$ cat config.mk
export PLATFORM = sky130hd
export DESIGN_NAME = pi_cmd_queue
export DESIGN_NICKNAME = d
export VERILOG_FILES = /design/src/rtl/pi_cmd_queue.sv
export SDC_FILE = /design/constraint.sdc
export NUM_CORES = 1
export LEC_CHECK = 0
export BUFFER_PORTS_ARGS = -buffer_cell sky130_fd_sc_hd__clkbuf_2
export CAP_MARGIN = 20
export CORE_ASPECT_RATIO = 0.8
export CORE_MARGIN = 8
export CORE_UTILIZATION = 55
export CTS_BUF_LIST = sky130_fd_sc_hd__clkbuf_4
export DETAILED_ROUTE_END_ITERATION = 8
export PLACE_DENSITY = 0.77
export SLEW_MARGIN = 20
export SYNTH_ARGS = -nofsm -noshare
export SYNTH_HDL_FRONTEND = slang
export SYNTH_SLANG_ARGS = --single-unit
$ cat constraint.sdc
create_clock -name PI_CLK -period 3.3 [get_ports PI_CLK]
set_input_delay 0.165 -clock PI_CLK [delete_from_list [all_inputs] [get_ports PI_CLK]]
set_output_delay 0.165 -clock PI_CLK [all_outputs]
set_load 0.02 [all_outputs]
$ cat src/rtl/pi_cmd_queue.sv
// pi_cmd_queue: Pi-side register front end for the 68k bus-cycle engine.
// Assembles bus commands from Pi register writes, queues them in a small
// FIFO with a registered head, and collects read data / BERR status for
// the Pi to read back.
module pi_cmd_queue #(
    parameter int unsigned DEPTH       = 4,
    parameter int unsigned SYNC_STAGES = 2,
    parameter int unsigned CNT_W       = 3
) (
    input  logic        PI_CLK,
    input  logic        RESET_n,
    input  logic [1:0]  PI_A,
    input  logic        PI_RD,
    input  logic        PI_WR,
    input  logic [15:0] PI_D_IN,
    output logic [15:0] PI_D_OUT,
    output logic        PI_D_OE,
    output logic        PI_BUSY,
    output logic        cmd_valid,
    input  logic        cmd_ready,
    output logic [23:0] cmd_addr,
    output logic [15:0] cmd_data,
    output logic [2:0]  cmd_fc,
    output logic        cmd_rw,
    output logic        cmd_uds_n,
    output logic        cmd_lds_n,
    input  logic        rsp_valid,
    input  logic        rsp_rw,
    input  logic        rsp_berr,
    input  logic [15:0] rsp_data
);

    localparam int unsigned PTR_W = (DEPTH > 1) ? $clog2(DEPTH) : 1;
    // Popped reads awaiting completion; wide enough that it never wraps in practice.
    localparam int unsigned OUT_W = 8;

    localparam logic [1:0] REG_DATA    = 2'd0;
    localparam logic [1:0] REG_ADDR_LO = 2'd1;
    localparam logic [1:0] REG_ADDR_HI = 2'd2;
    localparam logic [1:0] REG_STATUS  = 2'd3;

    typedef struct packed {
        logic [23:0] addr;
        logic [15:0] data;
        logic [2:0]  fc;
        logic        rw;
        logic        uds_n;
        logic        lds_n;
    } cmd_t;

    // Strobe synchronisers
    logic [SYNC_STAGES-1:0] r_wr_sync;
    logic [SYNC_STAGES-1:0] r_rd_sync;
    logic                   w_wr_rise;
    logic                   w_rd_fall;

    // Pi-visible holding registers and sticky flags
    logic [15:0] r_addr_lo;
    logic [15:0] r_data_hold;
    logic [15:0] r_rd_data;
    logic        r_overflow;
    logic        r_berr_seen;
    logic        r_armed;
    logic        r_busy;

    // FIFO storage and control
    cmd_t             r_mem [DEPTH];
    cmd_t             r_head;
    logic             r_cmd_valid;
    logic [PTR_W-1:0] r_rd_ptr;
    logic [PTR_W-1:0] r_wr_ptr;
    logic [CNT_W-1:0] r_count;
    logic [PTR_W-1:0] w_rd_ptr_nxt;
    logic [PTR_W-1:0] w_wr_ptr_nxt;
    logic [CNT_W-1:0] w_count_nxt;
    cmd_t             w_new_cmd;
    cmd_t             w_head_nxt;
    logic             w_push;
    logic             w_pop;
    logic             w_full;
    logic             w_push_ok;
    logic             w_ovf_set;

    // Read-pending tracking
    logic [CNT_W-1:0] r_rd_queued;
    logic [CNT_W-1:0] w_rd_queued_nxt;
    logic [OUT_W-1:0] r_rd_outst;
    logic [OUT_W-1:0] w_rd_outst_nxt;
    logic             w_push_rd;
    logic             w_pop_rd;
    logic             w_rsp_rd;
    logic             w_busy_nxt;

    logic             w_berr_set;
    logic             w_flag_clr;
    logic [15:0]      w_status;

    // Bring the asynchronous Pi strobes into the PI_CLK domain
    always_ff @(posedge PI_CLK or negedge RESET_n) begin
        if (!RESET_n) begin
            r_wr_sync <= '0;
            r_rd_sync <= '0;
        end else begin
            r_wr_sync <= {r_wr_sync[SYNC_STAGES-2:0], PI_WR};
            r_rd_sync <= {r_rd_sync[SYNC_STAGES-2:0], PI_RD};
        end
    end

    assign w_wr_rise = !r_wr_sync[SYNC_STAGES-1] &&  r_wr_sync[SYNC_STAGES-2];
    assign w_rd_fall =  r_rd_sync[SYNC_STAGES-1] && !r_rd_sync[SYNC_STAGES-2];

    // Assemble the command described by an ADDR_HI write
    always_comb begin
        w_new_cmd       = '0;
        w_new_cmd.addr  = {PI_D_IN[7:0], r_addr_lo};
        w_new_cmd.data  = r_data_hold;
        w_new_cmd.fc    = PI_D_IN[15:13];
        w_new_cmd.rw    = PI_D_IN[9];
        if (PI_D_IN[8]) begin
            w_new_cmd.uds_n = r_addr_lo[0];
            w_new_cmd.lds_n = !r_addr_lo[0];
        end else begin
            w_new_cmd.uds_n = 1'b0;
            w_new_cmd.lds_n = 1'b0;
        end
    end

    assign w_push    = w_wr_rise && (PI_A == REG_ADDR_HI);
    assign w_pop     = r_cmd_valid && cmd_ready;
    assign w_full    = (r_count == CNT_W'(DEPTH));
    // A pop in the same cycle frees the slot, so a full-FIFO push still lands
    assign w_push_ok = w_push && (!w_full || w_pop);
    assign w_ovf_set = w_push && w_full && !w_pop;

    // FIFO next-state: pointers, occupancy and the next registered head entry
    always_comb begin
        w_rd_ptr_nxt = r_rd_ptr;
        w_wr_ptr_nxt = r_wr_ptr;
        w_count_nxt  = r_count;
        w_head_nxt   = r_mem[r_rd_ptr];
        if (w_pop) begin
            w_rd_ptr_nxt = r_rd_ptr + PTR_W'(1);
        end
        if (w_push_ok) begin
            w_wr_ptr_nxt = r_wr_ptr + PTR_W'(1);
        end
        if (w_push_ok && !w_pop) begin
            w_count_nxt = r_count + CNT_W'(1);
        end else if (!w_push_ok && w_pop) begin
            w_count_nxt = r_count - CNT_W'(1);
        end
        // The entry being written this cycle becomes head when it lands on the next read slot
        if (w_push_ok && (r_wr_ptr == w_rd_ptr_nxt)) begin
            w_head_nxt = w_new_cmd;
        end else begin
            w_head_nxt = r_mem[w_rd_ptr_nxt];
        end
    end

    // FIFO state and registered head outputs
    always_ff @(posedge PI_CLK or negedge RESET_n) begin
        if (!RESET_n) begin
            for (int unsigned i = 0; i < DEPTH; i++) begin
                r_mem[i] <= '0;
            end
            r_head      <= '0;
            r_cmd_valid <= 1'b0;
            r_rd_ptr    <= '0;
            r_wr_ptr    <= '0;
            r_count     <= '0;
        end else begin
            if (w_push_ok) begin
                r_mem[r_wr_ptr] <= w_new_cmd;
            end
            r_head      <= w_head_nxt;
            r_cmd_valid <= (w_count_nxt != '0);
            r_rd_ptr    <= w_rd_ptr_nxt;
            r_wr_ptr    <= w_wr_ptr_nxt;
            r_count     <= w_count_nxt;
        end
    end

    assign w_push_rd = w_push_ok && w_new_cmd.rw;
    assign w_pop_rd  = w_pop && r_head.rw;
    // Read responses with nothing outstanding are strays and are dropped
    assign w_rsp_rd  = rsp_valid && rsp_rw && (r_rd_outst != '0);

    // Pending reads: queued reads plus popped reads still awaiting a response
    always_comb begin
        w_rd_queued_nxt = r_rd_queued + CNT_W'(w_push_rd) - CNT_W'(w_pop_rd);
        w_rd_outst_nxt  = r_rd_outst + OUT_W'(w_pop_rd) - OUT_W'(w_rsp_rd);
        w_busy_nxt      = (w_rd_queued_nxt != '0) || (w_rd_outst_nxt != '0);
    end

    // Read-pending counters and the registered busy flag
    always_ff @(posedge PI_CLK or negedge RESET_n) begin
        if (!RESET_n) begin
            r_rd_queued <= '0;
            r_rd_outst  <= '0;
            r_busy      <= 1'b0;
        end else begin
            r_rd_queued <= w_rd_queued_nxt;
            r_rd_outst  <= w_rd_outst_nxt;
            r_busy      <= w_busy_nxt;
        end
    end

    // Responses are only meaningful once a command has left the FIFO since reset
    assign w_berr_set = rsp_valid && rsp_berr && r_armed;
    assign w_flag_clr = w_rd_fall && (PI_A == REG_STATUS);

    // Pi holding registers, read-back data and sticky status flags
    always_ff @(posedge PI_CLK or negedge RESET_n) begin
        if (!RESET_n) begin
            r_addr_lo   <= '0;
            r_data_hold <= '0;
            r_rd_data   <= '0;
            r_overflow  <= 1'b0;
            r_berr_seen <= 1'b0;
            r_armed     <= 1'b0;
        end else begin
            if (w_wr_rise && (PI_A == REG_DATA)) begin
                r_data_hold <= PI_D_IN;
            end
            if (w_wr_rise && (PI_A == REG_ADDR_LO)) begin
                r_addr_lo <= PI_D_IN;
            end
            if (w_rsp_rd) begin
                r_rd_data <= rsp_data;
            end
            if (w_pop) begin
                r_armed <= 1'b1;
            end
            // A flag raised in the clear cycle takes priority over the clear
            if (w_ovf_set) begin
                r_overflow <= 1'b1;
            end else if (w_flag_clr) begin
                r_overflow <= 1'b0;
            end
            if (w_berr_set) begin
                r_berr_seen <= 1'b1;
            end else if (w_flag_clr) begin
                r_berr_seen <= 1'b0;
            end
        end
    end

    // STATUS word layout: busy, overflow, berr, occupancy
    always_comb begin
        w_status                = '0;
        w_status[15]            = r_busy;
        w_status[14]            = r_overflow;
        w_status[13]            = r_berr_seen;
        w_status[12 -: CNT_W]   = r_count;
    end

    // Combinational Pi read-back mux
    always_comb begin
        PI_D_OE  = PI_RD && ((PI_A == REG_DATA) || (PI_A == REG_STATUS));
        PI_D_OUT = '0;
        case (PI_A)
            REG_DATA:   PI_D_OUT = r_rd_data;
            REG_STATUS: PI_D_OUT = w_status;
            default:    PI_D_OUT = '0;
        endcase
    end

    assign PI_BUSY   = r_busy;
    assign cmd_valid = r_cmd_valid;
    assign cmd_addr  = r_head.addr;
    assign cmd_data  = r_head.data;
    assign cmd_fc    = r_head.fc;
    assign cmd_rw    = r_head.rw;
    assign cmd_uds_n = r_head.uds_n;
    assign cmd_lds_n = r_head.lds_n;

endmodule

After elaboration in Yosys (flattened, before gate mapping)
Index checks and enable logic that the tools add are counted.
Storage, ports and cells
  flip-flop bits (word level): 305
  input port bits: 42
  output and inout port bits: 65
Cells by class
  $add $sub $neg: 8
  $lt $le $gt $ge: 3
  eq/ne operators: 5
  multiplexer cells: 15
  bitwise gates (word level): 2
  reductions and logical operators: 37
Operators by type and width (number)
  bitwise mux 184 bit: 1
  2-to-1 mux 46 bit: 4
  binary-select mux 46 bit (select 2 bit): 1
  demux 46 bit (select 2 bit): 1
  case mux 16 bit (2 select lines): 1
  logical AND 1 bit: 21
  nonzero test 8 bit: 2
  adder 8 x 1 -> 8 bit: 1
  subtractor 8 x 1 -> 8 bit: 1
  greater-or-equal comparator 3 bit, second input constant: 2
  logical NOT 1 bit: 6
  2-to-1 mux 3 bit: 2
  NOT 2 -> 3 bit: 2
  nonzero test 3 bit: 2
  adder 2 x 1 -> 2 bit, second input constant: 2
  == test 2 bit, second input constant: 2
  2-to-1 mux 2 bit: 2
  nonzero test 2 bit: 2
  adder 3 x 1 -> 3 bit: 1
  adder 3 x 1 -> 3 bit, second input constant: 1
  == test 3 bit, second input constant: 1
  logical OR 1 bit: 3
  < comparator 3 x 1 -> 1 bit, second input constant: 1
  2-to-1 mux 1 bit: 3
  other kinds (5): 5

Logic depth before layout (Yosys ltp)
  depth in word-level cells: 9
  gate-level depth with buffers: 14
  mapped depth without buffers: 13

Worst setup path before layout
No wires, ideal clock.
  path kind: register to register
  start point: register r_rd_outst[2]
  end point: register r_busy, in the netlist PI_BUSY
  arrival: 3.439 ns
  setup slack: -0.277 ns
  stages on the path, launching flop included: 14
  path buffers: 1
  period minus slack after synthesis: 3.577 ns
  path through: dfrtp_1 inv_1 ha_1 a41oi_1 buf_2 ha_1 inv_1 ha_1 fa_1 a211o_1 nand2_1 xnor2_1 or4_1 or4_1
On the way
  longest elaborated chain between the ends: 5
Ends and longest elaborated chain
  from (decl): line 87  | logic [OUT_W-1:0] r_rd_outst;
  from (signal assigned): line 203  | r_rd_outst <= w_rd_outst_nxt;
  nonzero test 8 bit: line 186  | assign w_rsp_rd = rsp_valid && rsp_rw && (r_rd_outst != '0);
  logical AND 1 bit: line 186
  via w_rsp_rd: line 91  | logic w_rsp_rd;
  subtractor 8 x 1 -> 8 bit: line 191  | w_rd_outst_nxt = r_rd_outst + OUT_W'(w_pop_rd) - OUT_W'(w_rsp_rd);
  via w_rd_outst_nxt[4]: line 88  | logic [OUT_W-1:0] w_rd_outst_nxt;
  nonzero test 8 bit: line 192  | w_busy_nxt = (w_rd_queued_nxt != '0) || (w_rd_outst_nxt != '0);
  logical OR 1 bit: line 192
  via w_busy_nxt: line 92  | logic w_busy_nxt;
  to (signal assigned): line 204  | r_busy <= w_busy_nxt;
  to (decl): line 64  | logic r_busy;
The timed path passes the listed nets, and every way through them passes these cells.
A chain may end at the register's enable or synchronous reset.

Worst setup path in the final report
  start point: register r_rd_outst[5]
  end point: register r_busy, in the netlist PI_BUSY
On the way
  longest elaborated chain between the ends: 5
Ends and longest elaborated chain (line)
  nonzero test 8 bit: 186
  logical AND 1 bit: 186
  subtractor 8 x 1 -> 8 bit: 191
  via w_rd_outst_nxt[4]: 88
  nonzero test 8 bit: 192
  logical OR 1 bit: 192
  via w_busy_nxt: 92
The timed path passes the listed nets, and every way through them passes these cells.

==> reports/summary.txt <==
vias in the first global route: 8369
worst slew pin tran: 0.8742 ns
Simple-Gate Fraction of Synth Area: 2.484%
fillcell total: 1699
CP max-delay cell: or4_1
PD cells: 879.9 nW/um^2
Die Y: 154.0 um
layout cells sized above 1: 47.85%
Synth Area in Compound Gates: 1.729%
met1 usage: 27.32%
post-DP HPWL: 16110 um
Critical Path RT: 3.83 ns
Worst Setup Start Kind: flop
RSZ-0062 raised after global routing: no
footprint of the multi-input gates: 5196 um^2
share of flip-flops with an asynchronous set or reset: 100.0%
max-cap violation count: 0
xor and xnor fraction of the mapped netlist area: 1.079%
Nets: 1098
Hold Path Stages: 2
Routed WL per cell: 19.43 um
setup TNS: 0 ns
Mapped Area: 13100 um^2
worst reg2reg path depth: 12
grt ovf: 0
post-synthesis mux area share: 31.18%
Starting Density: 55.98%
Slew Limit Headroom: 41.72%
WL final: 26870 um
Hold Crit Start: PI_WR
synthesized instance count: 825
Synth Register Bits: 305
Leakage: 7.471 nW
H-Tree Depth: 3
clock slew at reported path FFs: 0.06 ns
Place WS: 0.03614 ns
routing usage on met3: 4.385%
Synthesized Nets: 893
antenna viol nets, final: 0
DIE AREA: 29040 um^2
top cell type's share of synthesized area: 58.27%
GRT Total Usage: 19.18%
first drt pass iteration count: 4
Final Hold Viols: 0
TritonCTS Buffers: 76
r2r setup slk: 0.12 ns
delay-heaviest family, CP: adder cells
# rows: 50
Hold/Removal Path Class: primary input to flop
area delta synth->final: 17.48%
Yosys top cell by area: dfrtp_1
GRT Max-Usage Layer: met2
register area: 7632 um^2
buffer levels on the longest clock path: 3
vias per inst: 5.470
peak supply drop: 0.0004628 V
Clock Skew: 0.02853 ns
Synth Warn #: 0
Critical path buffers and inverters: 2
Ports: 107
synthesized area per cell: 15.88 um^2
RR Startpoint: r_rd_outst[5]
number of synthesized flops with an enable pin: 0
Post-CTS Setup Repair Bufs: 0
initial antenna violation count: 1
Root Driver: clkbuf_4
Hold Path Sink: r_wr_sync[0]
# setup viols final: 0
worst r2r dst: PI_BUSY
Max Freq: 0.3141 GHz
crit-path cells: inv_1 > ha_2 > a41oi_4 > ha_1 > inv_1 > ha_1 > fa_2 > a211o_1 > nand2_1 > xnor2_1 > or4_1 > or4_1
CTS tree: done
Setup CP Type: flop to flop
peak per-stage delay on the critical path: 0.53 ns
Via Count: 7565
met2 Resource Use GR: 28.80%
Slew Viols, Final: 0
largest family of logic cells by synthesized area: multiplexers
GP Congestion: 0.8334
drt drc: 0
clk_lat worst skew: 0.67 ns
most used flip-flop cell after synthesis: dfrtp_1
largest net degree at the start of global routing: 112
Die X: 188.5 um
1st-iter DRT viols: 403
crit-path max FO: 2
post-synthesis cell type count: 45
post-synthesis adder-cell area fraction: 2.598%
clock tree sinks: 305
core area: 23400 um^2
minimum clock period: 3.184 ns
worst setup margin: 0.1163 ns
sequential area share after synthesis: 58.27%
Critical Path AT: 3.72 ns
Tcrit/Tclk final: 96.48%
outcome: completed
Area contributors post-synth: dfrtp_1 58%, mux2_2 18%, mux4_2 7.9%
CP Capture Type: flop
PortBufs: 106
first-pass GRT wire length: 44640 um
[Yosys cell counts, types with 2 or more instances]
library cell  number
buf_12             3
dfrtp_1          305
mux2i_1            3
ha_1              24
fa_1               2
a21o_1             2
xor2_1             5
inv_1             22
clkbuf_1          14
buf_8              2
a21oi_1            5
mux2_2           209
o21ai_0           12
xnor2_1            8
clkinv_1           2
mux4_2            46
mux2_1            59
and3_1             2
nor2b_1            3
nand2_1           22
and2_1            10
or4_1              2
nand3_1            2
a31oi_1            2
nand3b_1           2
nor2_1             7
buf_2             23
nand2b_1           5
a22oi_1            6
[cell usage in the layout, fill, tap and decap left out, types with 3 or more instances in the layout]
cell type	instances
dfrtp_1	305
mux2_2	209
clkbuf_4	105
clkbuf_2	105
mux2_1	59
mux4_2	46
dlygate4sd3_1	38
inv_1	22
ha_1	22
buf_4	19
nand2_1	18
o21ai_0	12
and2_1	10
xnor2_1	8
clkinv_1	8
nor2_1	7
a22oi_1	6
buf_12	6
nand2b_1	5
a21oi_1	5
xor2_1	4
nand2_2	4
nor2b_1	3
mux2i_1	3
inv_2	3
[layout make-up]
class | instances | area share (%)
antenna | 1 | 0.01626
clock buffer | 105 | 5.123
sequential | 305 | 49.60
timing repair buffer | 169 | 7.692
multi-input combinational | 454 | 33.77
inverter | 24 | 0.5855
clock inverter | 13 | 0.6749
tap | 312 | 2.537
[power breakdown]
part           internal (mW)  switching [mW]
Combinational           2.60            2.15
Clock                   1.61            1.41
Sequential              5.08           0.700
Total                   9.28            4.26
[through the flow]
step | cells | cell area, um^2 | total power [mW] | util (%) | hold WS (ns)
detailed placement | 1226 | 14080 | 10.51 | 60.19 | 0.2832
CTS | 1382 | 15360 | 13.66 | 65.65 | 0.09909
finish | 1383 | 15390 | 13.54 | 65.76 | 0.1537
floorplan | 825 | 13120 | 9.307 | - | -0.1306
global route | 1383 | 15390 | 14.45 | 65.76 | 0.1259
global placement | 1226 | 14080 | 10.36 | 60.19 | 0.2908
[timing repair]
item,in CTS,in global routing
setup endpoints to repair,1,1
cloned,0,0
hold buffers,38,0
gates resized for setup,1,5
endpoints found under the hold margin,227,0
pin swaps,0,1
[state kept, by name, indices dropped and copies added (netlist names), 2 cells and up]
| name | flops |
|---|---|
| r_count | 3 |
| r_rd_outst | 8 |
| r_rd_data | 16 |
| r_wr_sync | 2 |
| r_rd_ptr | 2 |
| r_rd_queued | 3 |
| r_mem | 184 |
| r_data_hold | 16 |
| r_addr_lo | 16 |
| r_wr_ptr | 2 |
| cmd_data | 16 |
| cmd_fc | 3 |
| r_rd_sync | 2 |
| cmd_addr | 24 |
[routing by layer]
metal / vias up / routed length [um]
met4: 0 / 403
met1: 3923 / 12810
met2: 170 / 12400
met3: 38 / 1261
li1: 3434 / -
met5: - / 0
[how the worst max path moves through the flow]
stage / startpoint / slack, ns / depth (start not counted) / to
4_1_cts: r_count[0] / 0.0004 / 12 / PI_BUSY
2_1_floorplan: r_rd_outst[2] / 0.005 / 13 / PI_BUSY
3_3_place_gp: PI_A[0] / 0.09 / 14 / PI_BUSY
3_5_place_dp: PI_A[0] / 0.04 / 14 / PI_BUSY
6_report: r_rd_outst[5] / 0.12 / 12 / PI_BUSY
5_1_grt: r_rd_outst[2] / 0.002 / 12 / PI_BUSY
[logic make-up (layout without fill, tap and decap cells)]
group | count (synthesis) | in the layout
AO/OA/AOI/OAI | 35 | 35
XOR/XNOR | 14 | 14
adder cells (fa/ha/maj) | 26 | 26
buffers and inverters | 66 | 311
flip-flops | 305 | 305
multiplexers | 317 | 317
other | 0 | 1
AND/OR/NAND/NOR | 62 | 62
(Power assumes the default switching activity.)
